File: src/rtl/fir_interpolator.sv
// rtl/fir_interpolator.sv - polyphase interpolating FIR with one time-shared MAC
module fir_interpolator #(
    parameter int INPUT_WIDTH  = 16,
    parameter int COEFF_WIDTH  = 8,
    parameter int OUTPUT_WIDTH = 26,
    parameter int INTERP       = 4,
    parameter int NUM_TAPS     = 32,
    parameter logic signed [COEFF_WIDTH-1:0] COEFFS [NUM_TAPS] = '{default: COEFF_WIDTH'(1)}
) (
    input  logic                                     clk,
    input  logic                                     rst,
    input  logic                                     valid_in,
    output logic                                     ready_in,
    input  logic signed [INPUT_WIDTH-1:0]            din,
    output logic                                     valid_out,
    input  logic                                     ready_out,
    output logic signed [OUTPUT_WIDTH-1:0]           dout,
    output logic [(INTERP > 2 ? $clog2(INTERP) : 1)-1:0] phase_out,
    output logic                                     last_out
);
    localparam int P     = NUM_TAPS / INTERP;
    localparam int PW    = (INTERP > 2) ? $clog2(INTERP) : 1;
    localparam int TW    = (P > 1) ? $clog2(P) : 1;
    localparam int CW    = (NUM_TAPS > 1) ? $clog2(NUM_TAPS) : 1;
    localparam int ACC_W = INPUT_WIDTH + COEFF_WIDTH + $clog2(P);

    typedef enum logic [1:0] {S_IDLE, S_MAC, S_OUT} state_t;

    state_t                          r_state;
    state_t                          w_state_next;
    logic [TW-1:0]                   r_tap;
    logic [PW-1:0]                   r_phase;
    logic signed [INPUT_WIDTH-1:0]   r_dl [P];
    logic signed [ACC_W-1:0]         r_acc;
    logic signed [OUTPUT_WIDTH-1:0]  r_dout;
    logic [PW-1:0]                   r_phase_out;
    logic                            r_last;
    logic                            r_valid;
    logic                            r_ready;

    logic                            w_accept;
    logic                            w_last_tap;
    logic                            w_last_phase;
    logic [CW-1:0]                   w_cidx;
    logic signed [COEFF_WIDTH-1:0]   w_coeff;
    logic signed [INPUT_WIDTH-1:0]   w_x;
    logic signed [ACC_W-1:0]         w_prod;
    logic signed [ACC_W-1:0]         w_sum;
    logic signed [OUTPUT_WIDTH-1:0]  w_scaled;

    assign w_last_tap   = (r_tap == TW'(P - 1));
    assign w_last_phase = (r_phase == PW'(INTERP - 1));
    // Phase k uses every INTERP-th prototype coefficient starting at k.
    assign w_cidx       = CW'(int'(r_tap) * INTERP + int'(r_phase));
    assign w_coeff      = COEFFS[w_cidx];
    assign w_x          = r_dl[r_tap];
    assign w_prod       = ACC_W'(w_x) * ACC_W'(w_coeff);
    assign w_sum        = (r_tap == '0) ? w_prod : r_acc + w_prod;

    // Keep the top OUTPUT_WIDTH bits of the sum, or sign-extend when the output is wider.
    generate
        if (OUTPUT_WIDTH <= ACC_W) begin : g_trunc
            assign w_scaled = w_sum[ACC_W-1 -: OUTPUT_WIDTH];
        end else begin : g_ext
            assign w_scaled = OUTPUT_WIDTH'(w_sum);
        end
    endgenerate

    assign ready_in  = r_ready;
    assign valid_out = r_valid;
    assign dout      = r_dout;
    assign phase_out = r_phase_out;
    assign last_out  = r_last;

    // State register.
    always_ff @(posedge clk) begin
        if (rst) begin
            r_state <= S_IDLE;
        end else begin
            r_state <= w_state_next;
        end
    end

    // Next-state logic; an input is taken only while ready_in is already high.
    always_comb begin
        w_state_next = r_state;
        w_accept     = 1'b0;
        case (r_state)
            S_IDLE: begin
                if (r_ready && valid_in) begin
                    w_accept     = 1'b1;
                    w_state_next = S_MAC;
                end
            end
            S_MAC: begin
                if (w_last_tap) begin
                    w_state_next = S_OUT;
                end
            end
            S_OUT: begin
                if (ready_out) begin
                    w_state_next = w_last_phase ? S_IDLE : S_MAC;
                end
            end
            default: w_state_next = S_IDLE;
        endcase
    end

    // Delay line, MAC accumulator, counters and the held output register.
    always_ff @(posedge clk) begin
        if (rst) begin
            for (int i = 0; i < P; i++) begin
                r_dl[i] <= '0;
            end
            r_acc       <= '0;
            r_tap       <= '0;
            r_phase     <= '0;
            r_dout      <= '0;
            r_phase_out <= '0;
            r_last      <= 1'b0;
            r_valid     <= 1'b0;
            r_ready     <= 1'b0;
        end else begin
            r_ready <= (w_state_next == S_IDLE);
            if (w_accept) begin
                r_dl[0] <= din;
                for (int i = P - 1; i > 0; i--) begin
                    r_dl[i] <= r_dl[i-1];
                end
                r_tap   <= '0;
                r_phase <= '0;
            end
            if (r_state == S_MAC) begin
                r_acc <= w_sum;
                if (w_last_tap) begin
                    r_dout      <= w_scaled;
                    r_phase_out <= r_phase;
                    r_last      <= w_last_phase;
                    r_valid     <= 1'b1;
                end else begin
                    r_tap <= r_tap + TW'(1);
                end
            end
            if (r_state == S_OUT && ready_out) begin
                r_valid <= 1'b0;
                if (!w_last_phase) begin
                    r_phase <= r_phase + PW'(1);
                    r_tap   <= '0;
                end
            end
        end
    end
endmodule

File: config.mk
export PLATFORM = sky130hd
export DESIGN_NAME = fir_interpolator
export DESIGN_NICKNAME = d
export VERILOG_FILES = /design/src/rtl/fir_interpolator.sv
export SDC_FILE = /design/constraint.sdc
export NUM_CORES = 1
export LEC_CHECK = 0
export ABC_AREA = 1
export CAP_MARGIN = 20
export CELL_PAD_IN_SITES_DETAIL_PLACEMENT = 1
export CELL_PAD_IN_SITES_GLOBAL_PLACEMENT = 2
export CORE_MARGIN = 10
export CORE_UTILIZATION = 37
export CTS_BUF_LIST = sky130_fd_sc_hd__clkbuf_4 sky130_fd_sc_hd__clkbuf_8
export DETAILED_ROUTE_END_ITERATION = 7
export PLACE_DENSITY = 0.84
export SYNTH_ARGS = -nofsm -noshare
export SYNTH_HDL_FRONTEND = slang
export SYNTH_SLANG_ARGS = --single-unit
File: constraint.sdc
create_clock -name clk -period 5.8 [get_ports clk]
set_clock_uncertainty 0.15 [all_clocks]
set_input_delay 1.74 -clock clk [delete_from_list [all_inputs] [get_ports clk]]
set_output_delay 1.74 -clock clk [all_outputs]
set_load 0.02 [all_outputs]
Word level (Yosys, flattened, before mapping) --
Memory sizes are Yosys's and may differ from the RTL's. A register that Yosys moved wholly into a read port is not among the register bits. Index checks and enable logic that the tools add are counted.
Storage, ports and cells: memories 2, memory bits (writable) 128, output and inout bits 31, input bits 20, bits in read-only memories 256, bits in registers 65, bits in latches 0
Memory list:
- (name not given) | depth 32, width 8, rd ports 1, clocked after Yosys merged registers in 0, write ports 0, RTL line 55 | assign w_coeff = COEFFS[w_cidx];
- r_dl | depth 8, width 16, rd ports 8, clocked after Yosys merged registers in 1, write ports 8, RTL line 33 | logic signed [INPUT_WIDTH-1:0] r_dl [P];
Operators by class: $lt $le $gt $ge 1, shifts and indexed selects 0, multiply operators 1, reductions and logical operators 7, bitwise gates (word level) 9, eq/ne operators 4, muxes and demuxes 32, $add $sub $neg 4, div/mod/pow operators 0
Operators by type and width (count):
- two-way mux 16 bit | 8
- adder 27 x 24 -> 27 bit | 1
- two-way mux 27 bit | 1
- multiplier 16 x 8 -> 24 bit | 1
- two-way mux 3 bit | 6
- two-way mux 8 bit | 2
- two-way mux 2 bit | 6
- two-way mux 1 bit | 8
- bitwise OR 1 bit | 8
- >= comparator 6 bit (second input constant) | 1
- NOT 5 -> 6 bit | 1
- case mux 2 bit (3 select lines) | 1
- adder 5 x 2 -> 5 bit | 1
- equality test 2 bit (second input constant) | 2
- logical NOT 2 bit | 2
- adder 3 x 1 -> 3 bit (second input constant) | 1
- equality test 3 bit (second input constant) | 1
- logical NOT 3 bit | 1
- adder 2 x 1 -> 2 bit (second input constant) | 1
- equality test 2 x 1 -> 1 bit (second input constant) | 1
- logical AND 1 bit | 2
- AND reduction 2 bit | 1
- OR reduction 2 bit | 1

Logic depth before layout (Yosys ltp) --
word-level depth 9, gate-level depth with buffers 24, mapped depth without buffers 22

Worst setup path before layout --
No wires, ideal clock.
path type input to register, start input rst, end memory r_dl[0][0], enable pin, library setup time 1115 ps, stages 3, slack 298 ps, buffers on the path 1, data arrival time 4237 ps, cells stage by stage inv_1 -> clkbuf_1 -> nand2_1
RTL lines:
- start: declaration | RTL line 11 | input logic rst,
- end: declaration | RTL line 33

Final worst setup path --
start register r_tap[0], end register r_dout[15], in the netlist dout[15]
Between the ends: word-level cells in the longest chain between the ends 8
Ends and longest elaborated chain:
- start: declaration | RTL line 31 | logic [TW-1:0] r_tap;
- start signal: assignment | RTL line 141 | r_tap <= r_tap + TW'(1);
- adder 5 x 2 -> 5 bit | RTL line 54 | assign w_cidx = CW'(int'(r_tap) * INTERP + int'(r_phase));
- NOT 5 -> 6 bit (not written as such) | RTL line 55
- memory read (32 x 8 bit)
- two-way mux 8 bit (not written as such) (2 in a row) | RTL line 55
- multiplier 16 x 8 -> 24 bit | RTL line 57 | assign w_prod = ACC_W'(w_x) * ACC_W'(w_coeff);
- adder 27 x 24 -> 27 bit | RTL line 58 | assign w_sum = (r_tap == '0) ? w_prod : r_acc + w_prod;
- two-way mux 27 bit | RTL line 58
- end signal: assignment | RTL line 136 | r_dout <= w_scaled;
- end: declaration | RTL line 35 | logic signed [OUTPUT_WIDTH-1:0] r_dout;
Several ways; a longest one is shown, not always the timed one. The select of a mux whose other input is x is not followed. A chain may end at the register's enable or synchronous reset.

==> run summary <==
Die width -> 189.8 um
Vias/cell -> 4.872
Register area -> 5146 um^2
Post-DP HPWL -> 21.73 mm
Yosys reg bits -> 193
Max-slew violations -> 0
Power Dens Cells -> 256.4 nW/um^2
TritonCTS clock tree -> yes
Arrival @ worst endpoint -> 4.40 ns
GRT Util Overall -> 0.1694
Vias -> 8804
Hold depth -> 1
Setup crit start kind -> flop
Slew @ Worst Pin -> 1.025 ns
Initial DRC count -> 489
Drt first pass iters -> 5
Worst-case reg-to-reg path depth -> 22
Design area -> 11870 um^2
Worst r2r src -> r_tap[0]
Final number of hold-violating endpoints -> 0
CTS-repair resized insts -> 0
Hold_ws -> 0.3555 ns
CP most frequent cell -> nand2_1
Crit path max-delay family -> simple AND/OR/NAND/NOR gates
Max H-tree Level -> 4
Antenna diode instance count -> 0
Leak pwr -> 5.453 nW
Relative slew slack -> 0.3145
Max frequency -> 240.0 MHz
Synth top area cells -> edfxtp_1 (36%), dfxtp_1 (12%), inv_1 (9.4%), nand2_1 (8.3%), nor2_1 (7.6%)
Commonest non-fill, non-tap cell in the layout -> inv_1
Core area -> 28550 um^2
Finished Core Util -> 0.4158
Hold_sp -> r_phase[0]
Area of the multi-input gates -> 4187 um^2
First-pass GRT wire length -> 48.34 mm
Setup Buffers After CTS -> 0
Leading area contributor after synthesis -> edfxtp_1
Post-CTS Hold Fix Bufs -> 0
Post-DRT Antenna Nets -> 0
Post-Syn Nets -> 1435
R2R Setup Slk -> 1.63 ns
Largest net degree at the start of global routing -> 65
GRT overflow -> 0
Synth Instances -> 1384
Min Tclk post-route -> 4.167 ns
Reg clk slew, reported paths -> 0.10 ns
Cell count along the critical path -> 22
Busiest layer in global routing -> met2
Final period util -> 0.7184
Met1 Use GR -> 0.2436
Row Count -> 62
Avg Cell Area, Syn -> 7.708 um^2
Met2 Use GR -> 0.2610
Filler instances -> 3568
R2R Path End -> dout[15]
Initial Util -> 0.3737
Port bufs -> 50
Skew-Pair Late Insertion Delay -> 0.49 ns
CP Capture Type -> flop
Final setup viols -> 0
RSZ-0062 raised after global routing -> no
Nets -> 1461
Final RePlAce weighted congestion -> 0.8511
Drt total wl -> 30.03 mm
Root Driver -> clkbuf_8
Worst Hold Class -> flop to flop
Wire per inst -> 16.62 um
Area share of the largest cell type after synthesis -> 0.3603
Vias in the first global route -> 8951
Commonest cells after routing, fill and taps aside -> inv_1 (268), nand2_1 (236), nor2_1 (215)
CP max stage cell -> dfxtp_2
Peak supply drop -> 0.1368 mV
GR Layer Usage met3 -> 0.02527
Yosys warns -> 0
Distinct cells, synth -> 41
Sequential element share of the synthesized area -> 0.4823
Boundary Pins -> 51
CP Cell Sequence -> buf_4 > a21oi_1 > o21ai_1 > nand2_1 > inv_1 > nor2_1 > a31oi_1 > ha_1 > inv_1 > fa_1 > inv_1 > nand3_1 > nand3_1 > nand2_1 > nand2_1 > nand2_1 > nand2_1 > nand2_1 > nand2_1 > o21ai_1 > o21bai_1 > inv_1
Clock sink count -> 193
Die Height -> 189.8 um
CP Max Fanout -> 30
Status -> complete, no violations
Worst path max stage delay -> 0.67 ns
Crit path required time -> 6.03 ns
Crit Path Class -> flop to flop
Die footprint -> 36020 um^2
DP Area -> 11500 um^2
Post-Syn Area -> 10670 um^2
Initial antenna violation count -> 0
Hold EP -> r_phase[0]
TNS Setup -> 0 ns
Max-cap viol count -> 0
Clock Tree Buf Depth -> 2
Share of cells above drive strength 1 -> 0.05552
CTS Buf Count -> 17
Residual DRC -> 0
P&R area growth vs syn -> 11.28%
CP bufs+invs -> 5
power by group:
part | total, mW | switching, mW | internal, mW
clock | 0.876 | 0.557 | 0.319
sequential | 1.59 | 0.0418 | 1.55
combinational | 0.575 | 0.405 | 0.170
cells in the mapped netlist, drive strengths merged:
library cell  count
a211oi            1
a21oi           114
a31oi            14
and2              1
and3              2
buf              42
clkbuf           16
dfxtp            65
edfxtp          128
fa                1
ha               30
inv             275
nand2           247
nand3            81
nand3b            3
nand4             8
nor2            221
nor3              3
nor4              2
o211a             1
o21a             14
o21ai            95
o21bai            7
or2               5
xnor2             2
xor2              6
layout make-up:
| type | instances | share of cell area |
|---|---|---|
| clock buffer | 17 | 0.01971 |
| clock inverter | 15 | 0.01191 |
| inverter | 275 | 0.08695 |
| multi-input combinational | 858 | 0.3527 |
| sequential | 193 | 0.4335 |
| tap | 384 | 0.04047 |
| timing repair buffer | 65 | 0.05481 |
how the worst max path moves through the flow:
stage          startpoint          to
2_1_floorplan         rst  r_dl[0][0]
3_3_place_gp          rst  r_dl[7][3]
3_5_place_dp          rst  r_dl[7][9]
4_1_cts          r_tap[0]    dout[15]
5_1_grt          r_tap[0]    dout[15]
6_report         r_tap[0]    dout[15]
state kept, by name, indices dropped and copies added (netlist names):
register / cells
dout: 26
last_out: 1
phase_out: 2
r_acc: 27
r_dl: 128
r_phase: 2
r_state: 2
r_tap: 3
ready_in: 1
valid_out: 1
cell families (layout without fill, tap and decap cells):
kind of cell | Yosys count | after routing | synth area share
buffers and inverters | 333 | 372 | 0.1260
AND/OR/NAND/NOR | 573 | 573 | 0.2245
flip-flops | 193 | 193 | 0.4823
adder cells (fa/ha/maj) | 31 | 31 | 0.03706
AO/OA/AOI/OAI | 246 | 246 | 0.1236
XOR/XNOR | 8 | 8 | 0.006568
metrics by stage:
stage	std cells	worst slack [ns]	power [mW]
2_1_floorplan	1384	0.2984	2.018
3_3_place_gp	1775	1.476	2.187
6_report	1807	1.633	3.044
3_5_place_dp	1775	1.438	2.201
4_1_cts	1807	1.602	3.078
5_1_grt	1807	1.239	3.209
layer usage:
layer / vias up / wire length, um
met1: 4239 / 15660
li1: 4442 / -
met3: 17 / 785
met2: 106 / 13220
met5: - / 0
met4: 0 / 369
(Power assumes the default switching activity.)
